### src/rtl/idma_rd_pkg.sv
// rtl/idma_rd_pkg.sv - shared types and constants for the iDMA read burst scheduler
package idma_rd_pkg;

  typedef enum logic [1:0] {
    ST_IDLE,
    ST_ISSUE,
    ST_DRAIN,
    ST_DONE
  } rd_state_e;

  localparam logic [1:0]  AXI_BURST_INCR = 2'b01;
  localparam int unsigned BOUNDARY_4K    = 4096;

  function automatic logic [2:0] axi_size_log2(input int unsigned bpb);
    logic [2:0] s;
    s = '0;
    for (int i = 0; i < 8; i++) begin
      if ((32'd1 << i) == bpb) s = 3'(i);
    end
    return s;
  endfunction

endpackage

### src/rtl/idma_burst_len_calc.sv
// rtl/idma_burst_len_calc.sv - beats in the next INCR burst: min of cap, remaining, room to 4 KB
module idma_burst_len_calc
  import idma_rd_pkg::*;
#(
  parameter int unsigned BPB       = 32,
  parameter int unsigned MAX_BURST = 16,
  parameter int unsigned LEN_WID   = 16
) (
  input  logic [11:0]        addr_offs,
  input  logic [LEN_WID-1:0] rem_beats,
  output logic [8:0]         blen
);

  localparam int unsigned SIZE = 32'(axi_size_log2(BPB));

  logic [31:0] room;
  logic [31:0] lim;

  always_comb begin
    room = (BOUNDARY_4K - 32'(addr_offs)) >> SIZE;
    lim  = MAX_BURST;
    if (32'(rem_beats) < lim) lim = 32'(rem_beats);
    if (room < lim) lim = room;
    blen = 9'(lim);
  end

endmodule

### src/rtl/idma_rd_burst_ctrl.sv
// rtl/idma_rd_burst_ctrl.sv - splits one read descriptor into 4 KB-safe AR bursts with outstanding limit
module idma_rd_burst_ctrl
  import idma_rd_pkg::*;
#(
  parameter int unsigned AXI_IDW      = 4,
  parameter int unsigned AXI_ADDR_WID = 32,
  parameter int unsigned AXI_DATA_WID = 256,
  parameter int unsigned ID           = 0,
  parameter int unsigned MAX_BURST    = 16,
  parameter int unsigned MAX_OUTSTD   = 4,
  parameter int unsigned LEN_WID      = 16
) (
  input  logic                    aclk,
  input  logic                    aresetn,
  input  logic                    dma_start,
  input  logic [AXI_ADDR_WID-1:0] dma_base_addr,
  input  logic [LEN_WID-1:0]      dma_total_beats,
  output logic                    dma_busy,
  output logic                    dma_done,
  output logic                    o_arvalid,
  input  logic                    i_arready,
  output logic [AXI_ADDR_WID-1:0] o_araddr,
  output logic [7:0]              o_arlen,
  output logic [2:0]              o_arsize,
  output logic [1:0]              o_arburst,
  output logic [AXI_IDW-1:0]      o_arid,
  input  logic                    axi_burst_rdata_ok,
  output logic                    dma_trans_first_burst,
  output logic                    dma_trans_last_burst
);

  localparam int unsigned BPB    = AXI_DATA_WID / 8;
  localparam logic [2:0]  SIZE   = axi_size_log2(BPB);
  localparam int unsigned OCW    = $clog2(MAX_OUTSTD + 1);
  localparam logic [31:0] ID_VEC = 32'(ID);

  rd_state_e               state, state_d;
  logic [AXI_ADDR_WID-1:0] cur_addr, cur_addr_d;
  logic [LEN_WID-1:0]      rem_beats, rem_d;
  logic [OCW-1:0]          out_cnt, out_d;
  logic                    cpl_seen, cpl_d;
  logic [8:0]              blen_q, blen_nxt;
  logic                    hs, cpl;

  assign o_araddr  = cur_addr;
  assign o_arsize  = SIZE;
  assign o_arburst = AXI_BURST_INCR;
  assign o_arid    = ID_VEC[AXI_IDW-1:0];

  // Length is evaluated on the next address/remainder so it is already registered when arvalid rises
  idma_burst_len_calc #(
    .BPB       (BPB),
    .MAX_BURST (MAX_BURST),
    .LEN_WID   (LEN_WID)
  ) u_len_calc (
    .addr_offs (cur_addr_d[11:0]),
    .rem_beats (rem_d),
    .blen      (blen_nxt)
  );

  always_comb begin
    state_d    = state;
    cur_addr_d = cur_addr;
    rem_d      = rem_beats;
    out_d      = out_cnt;
    cpl_d      = cpl_seen;
    hs         = o_arvalid & i_arready;
    cpl        = axi_burst_rdata_ok & (out_cnt != '0);

    if (hs)  out_d = out_d + OCW'(1);
    if (cpl) out_d = out_d - OCW'(1);
    if (cpl) cpl_d = 1'b1;

    case (state)
      ST_IDLE: begin
        if (dma_start) begin
          cur_addr_d = dma_base_addr;
          rem_d      = dma_total_beats;
          out_d      = '0;
          cpl_d      = 1'b0;
          state_d    = (dma_total_beats == '0) ? ST_DONE : ST_ISSUE;
        end
      end
      ST_ISSUE: begin
        if (hs) begin
          cur_addr_d = cur_addr + (AXI_ADDR_WID'(blen_q) << SIZE);
          rem_d      = rem_beats - LEN_WID'(blen_q);
          if (rem_beats == LEN_WID'(blen_q)) state_d = ST_DRAIN;
        end
      end
      ST_DRAIN: begin
        if (out_d == '0) state_d = ST_DONE;
      end
      default: state_d = ST_IDLE;
    endcase
  end

  always_ff @(posedge aclk or negedge aresetn) begin
    if (!aresetn) begin
      state                 <= ST_IDLE;
      cur_addr              <= '0;
      rem_beats             <= '0;
      out_cnt               <= '0;
      cpl_seen              <= 1'b0;
      blen_q                <= '0;
      o_arlen               <= '0;
      o_arvalid             <= 1'b0;
      dma_busy              <= 1'b0;
      dma_done              <= 1'b0;
      dma_trans_first_burst <= 1'b0;
      dma_trans_last_burst  <= 1'b0;
    end else begin
      state                 <= state_d;
      cur_addr              <= cur_addr_d;
      rem_beats             <= rem_d;
      out_cnt               <= out_d;
      cpl_seen              <= cpl_d;
      blen_q                <= blen_nxt;
      o_arlen               <= (blen_nxt == '0) ? 8'd0 : 8'(blen_nxt - 9'd1);
      o_arvalid             <= (state_d == ST_ISSUE) && (out_d < OCW'(MAX_OUTSTD));
      dma_busy              <= (state_d != ST_IDLE);
      dma_done              <= (state == ST_DONE);
      dma_trans_first_burst <= (state_d != ST_IDLE) && !cpl_d;
      dma_trans_last_burst  <= (state_d != ST_IDLE) && (rem_d == '0) && (out_d == OCW'(1));
    end
  end

endmodule

### config.mk
export PLATFORM = sky130hd
export DESIGN_NAME = idma_rd_burst_ctrl
export DESIGN_NICKNAME = d
export VERILOG_FILES = /design/src/rtl/idma_rd_pkg.sv /design/src/rtl/idma_burst_len_calc.sv /design/src/rtl/idma_rd_burst_ctrl.sv
export SDC_FILE = /design/constraint.sdc
export NUM_CORES = 1
export LEC_CHECK = 0
export ABC_AREA = 1
export BUFFER_PORTS_ARGS = -buffer_cell sky130_fd_sc_hd__buf_2
export CAP_MARGIN = 5
export CORE_MARGIN = 2
export CORE_UTILIZATION = 50
export DETAILED_ROUTE_END_ITERATION = 7
export PLACE_DENSITY = 0.73
export RECOVER_POWER = 50
export SYNTH_ARGS = -nofsm -noshare
export SYNTH_HDL_FRONTEND = slang
export SYNTH_HIERARCHICAL = 1
export SYNTH_SLANG_ARGS = --single-unit
### constraint.sdc
create_clock -name aclk -period 6.3 [get_ports aclk]
set_input_delay 0.63 -clock aclk [delete_from_list [all_inputs] [get_ports aclk]]
set_output_delay 0.63 -clock aclk [all_outputs]
set_load 0.01 [all_outputs]
==> out/qor.txt, run 1 <==
# hold bufs at CTS - 0
clock latency at the later pin of the worst-skew pair - 0.35 ns
P_leak - 3.509 nW
Clock Sink Count - 76
initial core utilization - 50.96%
proportion of netlist area held by the largest area contributor - 32.82%
most frequent cells in the layout - nand2_1, inv_1, nand3_1, buf_2, dfrtp_1
Worst Hold Launch - dma_base_addr[25]
Final #Nets - 1048
crit path time final - 5.372 ns
TNS Setup - 0 ns
CTS Buf Count - 9
final hold slack - 0.4926 ns
initial antenna violation count - 0
CTS clk-pin slew, worst paths - 0.06 ns
YS warnings - 6
first-pass GRT wire length - 25.74 mm
CP top delay family - simple AND/OR/NAND/NOR gates
Pwr Total - 3.735 mW
post-synth top area cell - dfrtp_1
I/O pins - 107
# resized after CTS - 0
RSZ-0062 raised after global routing - false
Critical Path Fanout Max - 22
Routed WL - 15.18 mm
largest cells by area after synthesis - dfrtp_1, nand2_1, inv_1
endpoints failing hold - 0
area growth from synthesis to final layout - 13.91%
n_diodes - 0
sequential fraction of the synthesis area - 32.82%
vias in the first global route - 5487
first drt pass iteration count - 5
CTS root buffer - clkbuf_16
# H-tree levels - 3
maxcap violations - 1
Vias per Instance - 5.203
gpl congestion - 0.9036
crit path capture type - register
Netlist cell types - 44
maximum clock insertion buffer count - 2
syn_area_per_cell - 6.668 sq um
DR vias - 5780
Hold WC Path Type - primary input to register
CP arrival - 5.62 ns
pwr dens - 566.0 nW/um^2
reg-to-reg startpoint - o_arvalid$_DFF_PN0_
fmax - 186.1 MHz
most common cell after layout, fill and taps aside - nand2_1
CP startpoint kind - register
CP max stage delay - 0.45 ns
final setup violating endpoints - 0
measured slew at the worst slew-check pin - 4.218 ns
Final ANT Viol Nets - 0
Core Area - 11370 sq um
FF+latch count, synth - 76
die footprint - 12470 sq um
IO buf count - 97
Die H - 111.7 um
Rel. slew slack - -181.2%
Final Cycle Share - 85.27%
Critical path origin - o_arvalid$_DFF_PN0_
drt wl/cell - 13.66 um
GRT Total Usage - 25.43%
DRC viols - 0
Post-DP HPWL - 11.67 mm
Syn Inst Count - 869
share of cells above drive strength 1 - 13.64%
outcome - complete, but fails checks
most used cell along the critical path - nand2_1
Die X - 111.7 um
post-synthesis cell area - 5794 sq um
slowest cell on the critical path - dfrtp_1
FP Rows - 39
Final Slew Violations - 77
VDD IR max - 0.3453 mV
worst path bufs/invs - 7
CTS tree - done
Post-CTS Repair Setup Buffers - 0
Clock Skew - 0.008939 ns
WP data required - 6.55 ns
crit path kind - register to register
failing checks - max-capacitance violations, max-slew violations
grt ovf - 0
Detailed Route Iter0 Violations - 460
largest net degree at the start of global routing - 77
tightest hold or removal path, delay by kind of cell:
kind	cells	cell delay (ns)
buffers and inverters	1	0.07
and+or+nand+nor	2	0.10
flip-flops by register name (all words and copies together) (netlist names):
| signal | cells |
|---|---|
| state | 2 |
| dma_trans_last_burst | 1 |
| out_cnt | 3 |
| dma_busy | 1 |
| rem_beats | 16 |
| blen_q | 9 |
| o_arlen | 8 |
| dma_trans_first_burst | 1 |
| o_araddr | 32 |
| cpl_seen | 1 |
| o_arvalid | 1 |
| dma_done | 1 |
cell usage after synthesis (all sizes together):
| cell | instances |
|---|---|
| and2 | 3 |
| nor3 | 18 |
| a21oi | 28 |
| fa | 2 |
| a21o | 1 |
| ha | 29 |
| clkbuf | 2 |
| xor2 | 3 |
| a221oi | 1 |
| o211ai | 9 |
| a22oi | 5 |
| nand3b | 2 |
| dfrtp | 76 |
| nand3 | 99 |
| xnor2 | 4 |
| nor2 | 84 |
| conb | 4 |
| buf | 22 |
| nand4 | 6 |
| nand2 | 277 |
| o21ai | 33 |
| inv | 138 |
| nor4 | 3 |
| o311ai | 2 |
| a21boi | 1 |
| or2 | 9 |
| nor3b | 3 |
| o21bai | 4 |
| o221ai | 1 |
metrics by stage:
stage                     util [%]  instance area, sq um  std cells  setup WS, ns
after floorplan                  -                  5828        878         1.476
after global placement       55.85                  6350       1096        0.9302
after detailed placement     55.85                  6350       1096        0.7260
after CTS                    58.29                  6628       1111        0.9658
after global routing         58.05                  6600       1111        0.3318
final                        58.05                  6600       1111        0.9278
routing by layer:
metal  vias up  share of wire [%]  GRT usage (%)
met1      2653                 45          33.81
met5         -                  0              0
met2       155                 47          41.01
li1       2939                  -              -
met4         0                2.9          11.11
met3        33                5.0          4.300
final cells by class:
type	instances	area [sq um]
Inverter	138	518.0
Tap cell	143	178.9
Clock inverter	5	38.79
Multi-Input combinational cell	640	3248
Fill cell	1124	4770
Sequential cell	76	1902
Timing Repair Buffer	99	475.5
Clock buffer	10	239.0
cell families after synthesis:
logic type | after synthesis | share of synthesized area, %
compound gates | 85 | 8.897
flops | 76 | 32.82
fa+ha+maj | 31 | 6.953
simple gates | 504 | 38.31
buf+inv | 162 | 11.70
xor+xnor | 7 | 1.058
other cells | 4 | 0.2590
worst paths after layout:
kind                                                  to  slack [ns]  cells past startpoint
max in group asynchronous           o_arlen[1]$_DFF_PN0_        2.18                      1
worst min-delay path            o_araddr[25]$_DFFE_PN0P_        0.49                      3
min in group asynchronous       o_araddr[24]$_DFFE_PN0P_        1.76                      1
worst min register to register     o_araddr[0]$_DFF_PN0_        0.52                      2
worst max register to register      o_arlen[3]$_DFF_PN0_        0.93                     33
worst max-delay path                o_arlen[3]$_DFF_PN0_        0.93                     33
where the power goes:
part | internal [mW] | switching, mW | total (mW) | leakage (nW)
combinational | 0.804 | 1.50 | 2.30 | 2.44
clock | 0.276 | 0.208 | 0.484 | 0.135
sequential | 0.727 | 0.220 | 0.948 | 0.933
Power figures use the tool's default switching activity.
==> inputs of run 2 (changes only) <==
--- a/config.mk
+++ b/config.mk
@@ -11,7 +11,7 @@
 export CORE_MARGIN = 2
 export CORE_UTILIZATION = 50
 export DETAILED_ROUTE_END_ITERATION = 7
-export PLACE_DENSITY = 0.73
+export PLACE_DENSITY = 0.76
 export RECOVER_POWER = 50
 export SYNTH_ARGS = -nofsm -noshare
 export SYNTH_HDL_FRONTEND = slang
==> constraint.sdc (replaced) <==
create_clock -name aclk -period 4.8 [get_ports aclk]
set_input_delay 0.48 -clock aclk [delete_from_list [all_inputs] [get_ports aclk]]
set_output_delay 0.48 -clock aclk [all_outputs]
set_load 0.01 [all_outputs]
==> out/qor.txt, run 2 (synthesis results as in run 1) <==
outcome - complete, but fails checks
failing checks - max-capacitance violations, max-slew violations
I/O pins - 107 (unchanged)
post-route insts no fill - 1128 (+1.5%)
P_leak - 3.626 nW (+3.3%)
drt wl/cell - 13.92 um (+1.9%)
Final #Nets - 1065 (+1.6%)
Core Area - 11370 sq um (unchanged)
fmax - 223.1 MHz (+20%)
max FFs per register - 32 (unchanged)
first-pass GRT wire length - 25.83 mm (+0.35%)
power share of the clock group - 14.3% (+1.3 points)
Final Cycle Share - 93.38% (+8.1 points)
Routed WL - 15.70 mm (+3.4%)
largest net degree at the start of global routing - 77 (unchanged)
Critical path origin - o_araddr[5]$_DFF_PN0_
WP data required - 5.05 ns (-1.50 ns)
Die H - 111.7 um (unchanged)
Post-DP HPWL - 11.93 mm (+2.2%)
IO buf count - 97 (unchanged)
first drt pass iteration count - 5 (unchanged)
CP max stage delay - 0.40 ns (-0.05 ns)
die footprint - 12470 sq um (unchanged)
GRT Total Usage - 25.70% (+0.27 points)
Final Slew Violations - 77 (unchanged)
DR vias - 5844 (+1.1%)
Final ANT Viol Nets - 0 (unchanged)
clock latency at the later pin of the worst-skew pair - 0.35 ns (about the same)
most common cell after layout, fill and taps aside - nand2_1
FP Rows - 39 (unchanged)
CTS tree - done
grt ovf - 0 (unchanged)
vias in the first global route - 5603 (+2.1%)
switching share of total power - 49.98% (-1.6 points)
Hold WC Path Type - primary input to register
maxcap violations - 1 (unchanged)
Critical Path Fanout Max - 8 (-64%)
VDD IR max - 0.4515 mV (+31%)
Clock Sink Count - 76 (unchanged)
final hold slack - 0.3479 ns (-0.1446 ns)
Rel. slew slack - -30.36% (+150 points)
Detailed Route Iter0 Violations - 411 (-11%)
pwr dens - 766.7 nW/um^2 (+35%)
# H-tree levels - 3 (unchanged)
crit path time final - 4.482 ns (-0.8901 ns)
reg-to-reg startpoint - o_araddr[5]$_DFF_PN0_
crit path kind - register to register
area growth from synthesis to final layout - 18.96%
Die X - 111.7 um (unchanged)
final setup violating endpoints - 0 (unchanged)
gpl congestion - 0.9356 (+3.5%)
total net switching power - 2.642 mW (+37%)
Pwr Total - 5.285 mW (+41%)
Vias per Instance - 5.181 (-0.42%)
CTS root buffer - clkbuf_16
maximum clock insertion buffer count - 2 (unchanged)
initial core utilization - 50.96% (unchanged)
slowest cell on the critical path - dfrtp_1
TNS Setup - 0 ns (unchanged)
most frequent cells in the layout - nand2_1, inv_1, nand3_1, buf_2, dfrtp_1
endpoints failing hold - 0 (unchanged)
measured slew at the worst slew-check pin - 1.955 ns (-2.262 ns)
CP arrival - 4.73 ns (-0.89 ns)
share of cells above drive strength 1 - 18.48% (+4.8 points)
# hold bufs at CTS - 0 (unchanged)
DRC viols - 0 (unchanged)
crit path capture type - register
most used cell along the critical path - inv_1
CTS clk-pin slew, worst paths - 0.06 ns (about the same)
Sequential Power Share - 23.5% (-1.9 points)
initial antenna violation count - 0 (unchanged)
CP startpoint kind - register
placed cell count - 1107 (+1.0%)
internal power - 2.643 mW (+46%)
Comb pwr share - 62.2% (+0.5 points)
worst path bufs/invs - 7 (unchanged)
CP top delay family - simple AND/OR/NAND/NOR gates
n_diodes - 0 (unchanged)
Worst Hold Launch - dma_base_addr[18]
CTS Buf Count - 9 (unchanged)
Clock Skew - 0.006528 ns (-0.002411 ns)
run 2: cell types whose count changed in the layout (fill, tap and decap cells not counted), moves of 3 or more:
cell      previous run  this run
buf_4                2        18
ha_1                29        23
nand2_2              3        16
ha_2                 0         4
nand2_1            271       258
clkinv_4             3         0
a21oi_1             27        23
a21oi_2              1         5
run 2: worst paths after layout:
kind | end | slack (ns) | cells past startpoint
max | o_arlen[3]$_DFF_PN0_ | 0.32 | 32
min | o_araddr[18]$_DFFE_PN0P_ | 0.35 | 3
max reg2reg | o_arlen[3]$_DFF_PN0_ | 0.32 | 32
min reg2reg | o_araddr[0]$_DFF_PN0_ | 0.52 | 2
max in group asynchronous | state[1]$_DFF_PN0_ | 2.85 | 1
min in group asynchronous | o_araddr[24]$_DFFE_PN0P_ | 0.68 | 1
run 2: repair_timing:
item	CTS	global route
resized for setup	0	34
setup endpoints to repair	0	8
setup buffers	0	6
run 2: worst min-delay path: stages:
cell,delay (ns)
buf_2,0.07
nand2_1,0.04
nand3_1,0.07
run 2: per-stage QoR:
step                      utilization, %  setup WS, ns  instance area [sq um]
after floorplan                        -        0.1260                   5828
after global placement             56.58        0.1044                   6432
after detailed placement           56.58      0.002405                   6432
after CTS                          59.44     0.0002616                   6758
after global routing               60.63      -0.07909                   6893
final                              60.63        0.3179                   6893
run 2: area by class of cell:
type | instances | area, sq um
clock buffers | 11 | 252.7
clock inverters | 4 | 72.57
fillers | 1125 | 4477
inverters | 138 | 518.0
multi-input cells | 640 | 3359
flip-flops and latches | 76 | 1903
well taps | 143 | 178.9
repair buffers | 116 | 608.1
run 2: layer usage:
layer	GRT usage [%]	part of all wire (%)	up-vias
li1	-	-	2957
met2	43.03	47	197
met5	0	0	-
met4	8.642	3.0	0
met1	32.65	44	2650
met3	6.315	6.2	40
run 2: power by group through the flow:
| stage | Combinational, mW | Clock [mW] | Sequential, mW |
|---|---|---|---|
| after floorplan | 2.21 | 0 | 1.24 |
| after global placement | 3.03 | 0 | 1.24 |
| after detailed placement | 3.08 | 0 | 1.24 |
| after CTS | 3.10 | 0.768 | 1.23 |
| after global routing | 3.74 | 0.794 | 1.27 |
| final | 3.29 | 0.753 | 1.24 |
